## config.mk

```make
export PLATFORM = sky130hd
export DESIGN_NAME = multicycle_control
export DESIGN_NICKNAME = d
export VERILOG_FILES = /design/src/rtl/multicycle_control.sv
export SDC_FILE = /design/constraint.sdc
export NUM_CORES = 1
export LEC_CHECK = 0
export BUFFER_PORTS_ARGS = -buffer_cell sky130_fd_sc_hd__buf_2
export CORE_MARGIN = 2
export CORE_UTILIZATION = 45
export DETAILED_ROUTE_END_ITERATION = 12
export PLACE_DENSITY = 0.72
export REMOVE_ABC_BUFFERS = 1
export SKIP_LAST_GASP = 1
export SYNTH_ARGS = -nofsm -noshare
export SYNTH_HDL_FRONTEND = slang
export SYNTH_SLANG_ARGS = --single-unit
```

## constraint.sdc

```tcl
create_clock -name clk -period 4.55 [get_ports clk]
set_input_delay 0.2275 -clock clk [delete_from_list [all_inputs] [get_ports clk]]
set_output_delay 0.2275 -clock clk [all_outputs]
set_load 0.005 [all_outputs]
```

## src/rtl/multicycle_control.sv

```systemverilog
// Multi-cycle MIPS control FSM: sequences FETCH..WRITEBACK, stalls on mem_ready,
// flags illegal opcodes and counts retired instructions.
module multicycle_control #(
    parameter int unsigned OPCODE_W = 6,
    parameter int unsigned R_LAST   = 6,
    parameter int unsigned I_FIRST  = 7,
    parameter int unsigned I_LAST   = 13,
    parameter int unsigned LW_OP    = 14,
    parameter int unsigned SW_OP    = 15,
    parameter int unsigned BR_OP    = 16,
    parameter int unsigned J_OP     = 17,
    parameter int unsigned CNT_W    = 32
) (
    input  logic                clk,
    input  logic                reset,
    input  logic [OPCODE_W-1:0] opcode,
    input  logic                zero,
    input  logic                mem_ready,
    output logic                pc_write,
    output logic                ir_write,
    output logic                mem_read,
    output logic                mem_write,
    output logic                i_or_d,
    output logic                mem_to_reg,
    output logic                reg_dst,
    output logic                reg_write,
    output logic                alu_src_a,
    output logic [1:0]          alu_src_b,
    output logic [1:0]          alu_op,
    output logic [1:0]          pc_source,
    output logic [3:0]          state,
    output logic                illegal,
    output logic                retire,
    output logic [CNT_W-1:0]    instr_count
);

    typedef enum logic [3:0] {
        StFetch   = 4'd0,
        StDecode  = 4'd1,
        StExec    = 4'd2,
        StMemAddr = 4'd3,
        StAluWb   = 4'd4,
        StMemRd   = 4'd5,
        StMemWb   = 4'd6,
        StBranch  = 4'd7,
        StJump    = 4'd8,
        StMemWr   = 4'd9
    } state_e;

    localparam logic [OPCODE_W-1:0] RLast  = OPCODE_W'(R_LAST);
    localparam logic [OPCODE_W-1:0] IFirst = OPCODE_W'(I_FIRST);
    localparam logic [OPCODE_W-1:0] ILast  = OPCODE_W'(I_LAST);
    localparam logic [OPCODE_W-1:0] LwOp   = OPCODE_W'(LW_OP);
    localparam logic [OPCODE_W-1:0] SwOp   = OPCODE_W'(SW_OP);
    localparam logic [OPCODE_W-1:0] BrOp   = OPCODE_W'(BR_OP);
    localparam logic [OPCODE_W-1:0] JOp    = OPCODE_W'(J_OP);

    state_e           r_state;
    logic             r_is_r;
    logic             r_is_lw;
    logic [CNT_W-1:0] r_instr_count;

    logic w_cls_r, w_cls_i, w_cls_lw, w_cls_sw, w_cls_br, w_cls_j, w_cls_none;

    // Priority chain resolves overlapping parameter ranges: R > I > LW > SW > BR > J.
    always_comb begin
        w_cls_r    = (opcode <= RLast);
        w_cls_i    = !w_cls_r && (opcode >= IFirst) && (opcode <= ILast);
        w_cls_lw   = !w_cls_r && !w_cls_i && (opcode == LwOp);
        w_cls_sw   = !w_cls_r && !w_cls_i && !w_cls_lw && (opcode == SwOp);
        w_cls_br   = !w_cls_r && !w_cls_i && !w_cls_lw && !w_cls_sw && (opcode == BrOp);
        w_cls_j    = !w_cls_r && !w_cls_i && !w_cls_lw && !w_cls_sw && !w_cls_br
                     && (opcode == JOp);
        w_cls_none = !(w_cls_r || w_cls_i || w_cls_lw || w_cls_sw || w_cls_br || w_cls_j);
    end

    always_ff @(posedge clk or posedge reset) begin
        if (reset) begin
            r_state       <= StFetch;
            r_is_r        <= 1'b0;
            r_is_lw       <= 1'b0;
            r_instr_count <= '0;
        end else begin
            if (retire) begin
                r_instr_count <= r_instr_count + 1'b1;
            end
            case (r_state)
                StFetch:   if (mem_ready) r_state <= StDecode;
                StDecode: begin
                    r_is_r  <= w_cls_r;
                    r_is_lw <= w_cls_lw;
                    if (w_cls_r || w_cls_i)       r_state <= StExec;
                    else if (w_cls_lw || w_cls_sw) r_state <= StMemAddr;
                    else if (w_cls_br)             r_state <= StBranch;
                    else if (w_cls_j)              r_state <= StJump;
                    else                           r_state <= StFetch;
                end
                StExec:    r_state <= StAluWb;
                StMemAddr: r_state <= r_is_lw ? StMemRd : StMemWr;
                StMemRd:   if (mem_ready) r_state <= StMemWb;
                StMemWr:   if (mem_ready) r_state <= StFetch;
                default:   r_state <= StFetch;
            endcase
        end
    end

    always_comb begin
        pc_write   = 1'b0;
        ir_write   = 1'b0;
        mem_read   = 1'b0;
        mem_write  = 1'b0;
        i_or_d     = 1'b0;
        mem_to_reg = 1'b0;
        reg_dst    = 1'b0;
        reg_write  = 1'b0;
        alu_src_a  = 1'b0;
        alu_src_b  = 2'b00;
        alu_op     = 2'b00;
        pc_source  = 2'b00;
        illegal    = 1'b0;
        retire     = 1'b0;
        case (r_state)
            StFetch: begin
                mem_read  = 1'b1;
                alu_src_b = 2'b01;
                ir_write  = mem_ready;
                pc_write  = mem_ready;
            end
            StDecode: begin
                alu_src_b = 2'b11;
                illegal   = w_cls_none;
            end
            StExec: begin
                alu_src_a = 1'b1;
                alu_src_b = r_is_r ? 2'b00 : 2'b10;
                alu_op    = r_is_r ? 2'b10 : 2'b11;
            end
            StMemAddr: begin
                alu_src_a = 1'b1;
                alu_src_b = 2'b10;
            end
            StAluWb: begin
                reg_write = 1'b1;
                reg_dst   = r_is_r;
                retire    = 1'b1;
            end
            StMemRd: begin
                mem_read = 1'b1;
                i_or_d   = 1'b1;
            end
            StMemWb: begin
                reg_write  = 1'b1;
                mem_to_reg = 1'b1;
                retire     = 1'b1;
            end
            StBranch: begin
                alu_src_a = 1'b1;
                alu_op    = 2'b01;
                pc_source = 2'b01;
                pc_write  = zero;
                retire    = 1'b1;
            end
            StJump: begin
                pc_source = 2'b10;
                pc_write  = 1'b1;
                retire    = 1'b1;
            end
            StMemWr: begin
                mem_write = 1'b1;
                i_or_d    = 1'b1;
                retire    = mem_ready;
            end
            default: ;
        endcase
        // Strobes are masked during reset; selects keep their FETCH values.
        if (reset) begin
            pc_write  = 1'b0;
            ir_write  = 1'b0;
            mem_read  = 1'b0;
            mem_write = 1'b0;
            reg_write = 1'b0;
            retire    = 1'b0;
            illegal   = 1'b0;
        end
    end

    assign state       = r_state;
    assign instr_count = r_instr_count;

endmodule
```

==> flow_metrics.env <==
export IMPL_synthesis_area_mm2=0.00203
export IMPL_slowest_delay_ps=710
export IMPL_crit_family="simple AND/OR/NAND/NOR gates"
export IMPL_dieWidth_um=71.2
export IMPL_dpl_hpwl_um=3300
export IMPL_max_cap_violations=0
export IMPL_power_density_mw_per_mm2=376
export IMPL_dpl_worst_slack_ps=2100
export IMPL_start_util_pct=46.6
export IMPL_wl_per_cell_um=13.9
export IMPL_clockRootBuffer="clkbuf_8"
export IMPL_final_core_utilization_pct=56.8
export IMPL_cts_buffer_depth=2
export IMPL_postCtsHoldBufs=0
export IMPL_remaining_drc_errors=0
export IMPL_cp_cell_sequence="nor4b_2 -> o41a_1 -> nand2_1 -> nor3_1 -> xor2_1"
export IMPL_grt_max_degree=22
export IMPL_syn_inst=205
export IMPL_ir_drop_mv=0.208
export IMPL_critPathLaunch="state[3]"
export IMPL_status="finished, final reports clean"
export IMPL_viasPerCell=5.51
export IMPL_synth_ff_type="dfrtp_1"
export IMPL_grt_overflow=0
export IMPL_die_area_mm2=0.00507
export IMPL_gp_congestion=0.852
export IMPL_clock_sinks=38
export IMPL_synthArstFlopShare_pct=100
export IMPL_antenna_found_initial=0
export IMPL_fin_ws_ps=2100
export IMPL_drive_gt1_share_pct=28.7
export IMPL_fin_nets=278
export IMPL_fin_cells=320
export IMPL_leakage_nw=1.25
export IMPL_crit_required_ps=4770
export IMPL_clkLatencyLatePin_ps=290
export IMPL_place_inst=312
export IMPL_path_buf_inv=0
export IMPL_setup_viol=0
export IMPL_grt_pass1_vias=1617
export IMPL_max_freq_mhz=409
export IMPL_setup_tns_ps=0
export IMPL_n_fill_cell=391
export IMPL_fin_crit_ps=2450
export IMPL_num_rows=24
export IMPL_fin_area_mm2=0.00247
export IMPL_cp_start_kind="register"
export IMPL_grt_pass1_wl_um=7610
export IMPL_syn2layout_area_growth_pct=21.8
export IMPL_clk_pin_slew_ps=80
export IMPL_hold_class="in -> async"
export IMPL_drtIter0Drc=108
export IMPL_grtUsageTotal_pct=18.8
export IMPL_reg2reg_from="state[3]"
export IMPL_p_total_mw=0.930
export IMPL_core_mm2=0.00435
export IMPL_rsz0062_at_grt="no"
export IMPL_cts_tree="built"
export IMPL_die_h_um=71.2
export IMPL_cp_arrival_ps=2660
export IMPL_first_pass_iters=4
export IMPL_io_pins=63
export IMPL_drt_antenna_violating_nets=0
export IMPL_tightest_slew_ps=738
export IMPL_io_buffer_count=62
export IMPL_htree_levels=2
export IMPL_fin_hold_ws_ps=156
export IMPL_synth_warnings=0
export IMPL_cts_buffers=5
export IMPL_drv_slew=0
export IMPL_placed_area_mm2=0.00238
export IMPL_worstSetupEndpointType="register"
export IMPL_skew_ps=5.13
export IMPL_yosysSeqAreaShare_pct=46.8
export IMPL_synthDistinctLibCells=44
export IMPL_max_slew_margin_pct=50.8
export IMPL_antenna_cells=0
export IMPL_fin_crit_sh_pct=53.8
export IMPL_worst_path_max_fanout=21
export IMPL_post_cts_buffers=0
export IMPL_crit_slowest_cell="dfrtp_1"
export IMPL_setup_worst_path_class="reg -> reg"
export IMPL_vias=1762
export IMPL_post_cts_resized=0
export IMPL_finalHoldViolCount=0
export IMPL_drt_wl_total_um=4460
export IMPL_synth_edff_count=0
export IMPL_avgSynthCellArea_um2=9.91
export IMPL_synth_seq_cells=38
## sequential cells by signal, indices dropped and copies added (netlist names)
register     count
r_is_lw          1
state            4
r_is_r           1
instr_count     32
## worst register-to-register path, cell delays in order (launching register included)
cell     delay [ps]
dfrtp_1         710
nor4b_2         440
o41a_1          540
nand2_1         200
nor3_1          300
xor2_1          170
## where the power goes
part	switching (mW)	internal, mW	total [mW]
sequential	0.0773	0.367	0.444
clock	0.118	0.122	0.240
combinational	0.130	0.116	0.246
## cells by family after synthesis
family,share of synthesized area [%]
compound gates,6.53
xor+xnor,13.8
flops,46.8
simple gates,29.0
buf+inv,2.65
fa+ha+maj,0.616
mux,0.554
## path summary, 6_finish.rpt
| path | endpoint | slack, ps | cells past startpoint |
|---|---|---|---|
| max | instr_count[31] | 2100 | 5 |
| min | instr_count[13] | 160 | 2 |
| max reg2reg | instr_count[31] | 2100 | 5 |
| min reg2reg | instr_count[31] | 470 | 1 |
| max in group asynchronous | instr_count[17] | 3680 | 3 |
| min in group clk | state[2] | 230 | 2 |
## Yosys cell counts (2+ instances only)
cell / n / area [µm²]
nor4b_1: 2 / 17.5
inv_1: 5 / 18.8
nand2b_1: 4 / 25.0
dfrtp_1: 38 / 951
nor2_1: 19 / 71.3
nor3_1: 10 / 50.1
and4_1: 2 / 17.5
a21oi_1: 4 / 20.0
nand4_1: 8 / 50.1
clkbuf_1: 6 / 22.5
a31oi_1: 2 / 12.5
nor4_1: 6 / 37.5
o21ai_0: 3 / 15.0
o32ai_1: 2 / 17.5
xor2_1: 9 / 78.8
nand3_1: 16 / 80.1
nand2_1: 17 / 63.8
and3_1: 4 / 25.0
xnor2_1: 23 / 201
## metal layers
metal  track usage [%]  vias to the layer above  part of all wire (%)  wire length [µm]
li1                  -                      867                     -                 -
met1              25.5                      823                    45              2030
met2              30.1                       68                    48              2130
met3              3.42                        4                   5.3               237
met4              6.71                        0                   1.5                65
met5                 0                        -                     0                 0
## placed cells by master (no fill, tap or decap), types with 2 or more instances in the layout
cell / instances
buf_2: 62
dfrtp_1: 38
xnor2_1: 23
nor2_1: 19
nand2_1: 17
nand3_1: 16
nor3_1: 10
xor2_1: 9
nand4_1: 8
nor4_1: 6
clkbuf_8: 6
inv_1: 5
and3_1: 4
nand2b_1: 4
a21oi_1: 4
o21ai_0: 3
nor4b_1: 2
and4_1: 2
a31oi_1: 2
o32ai_1: 2
## final cells by class
cell class                      instances  area (µm²)  area share, %
Tap cell                               52        65.1           2.63
Clock buffer                            6        82.6           3.34
Multi-Input combinational cell        154        1030           41.5
Sequential cell                        38         951           38.4
Inverter                                5        18.8          0.759
Clock inverter                          2        12.5          0.506
Timing Repair Buffer                   63         318           12.8
Note: power is estimated with default switching activity, not from simulation.
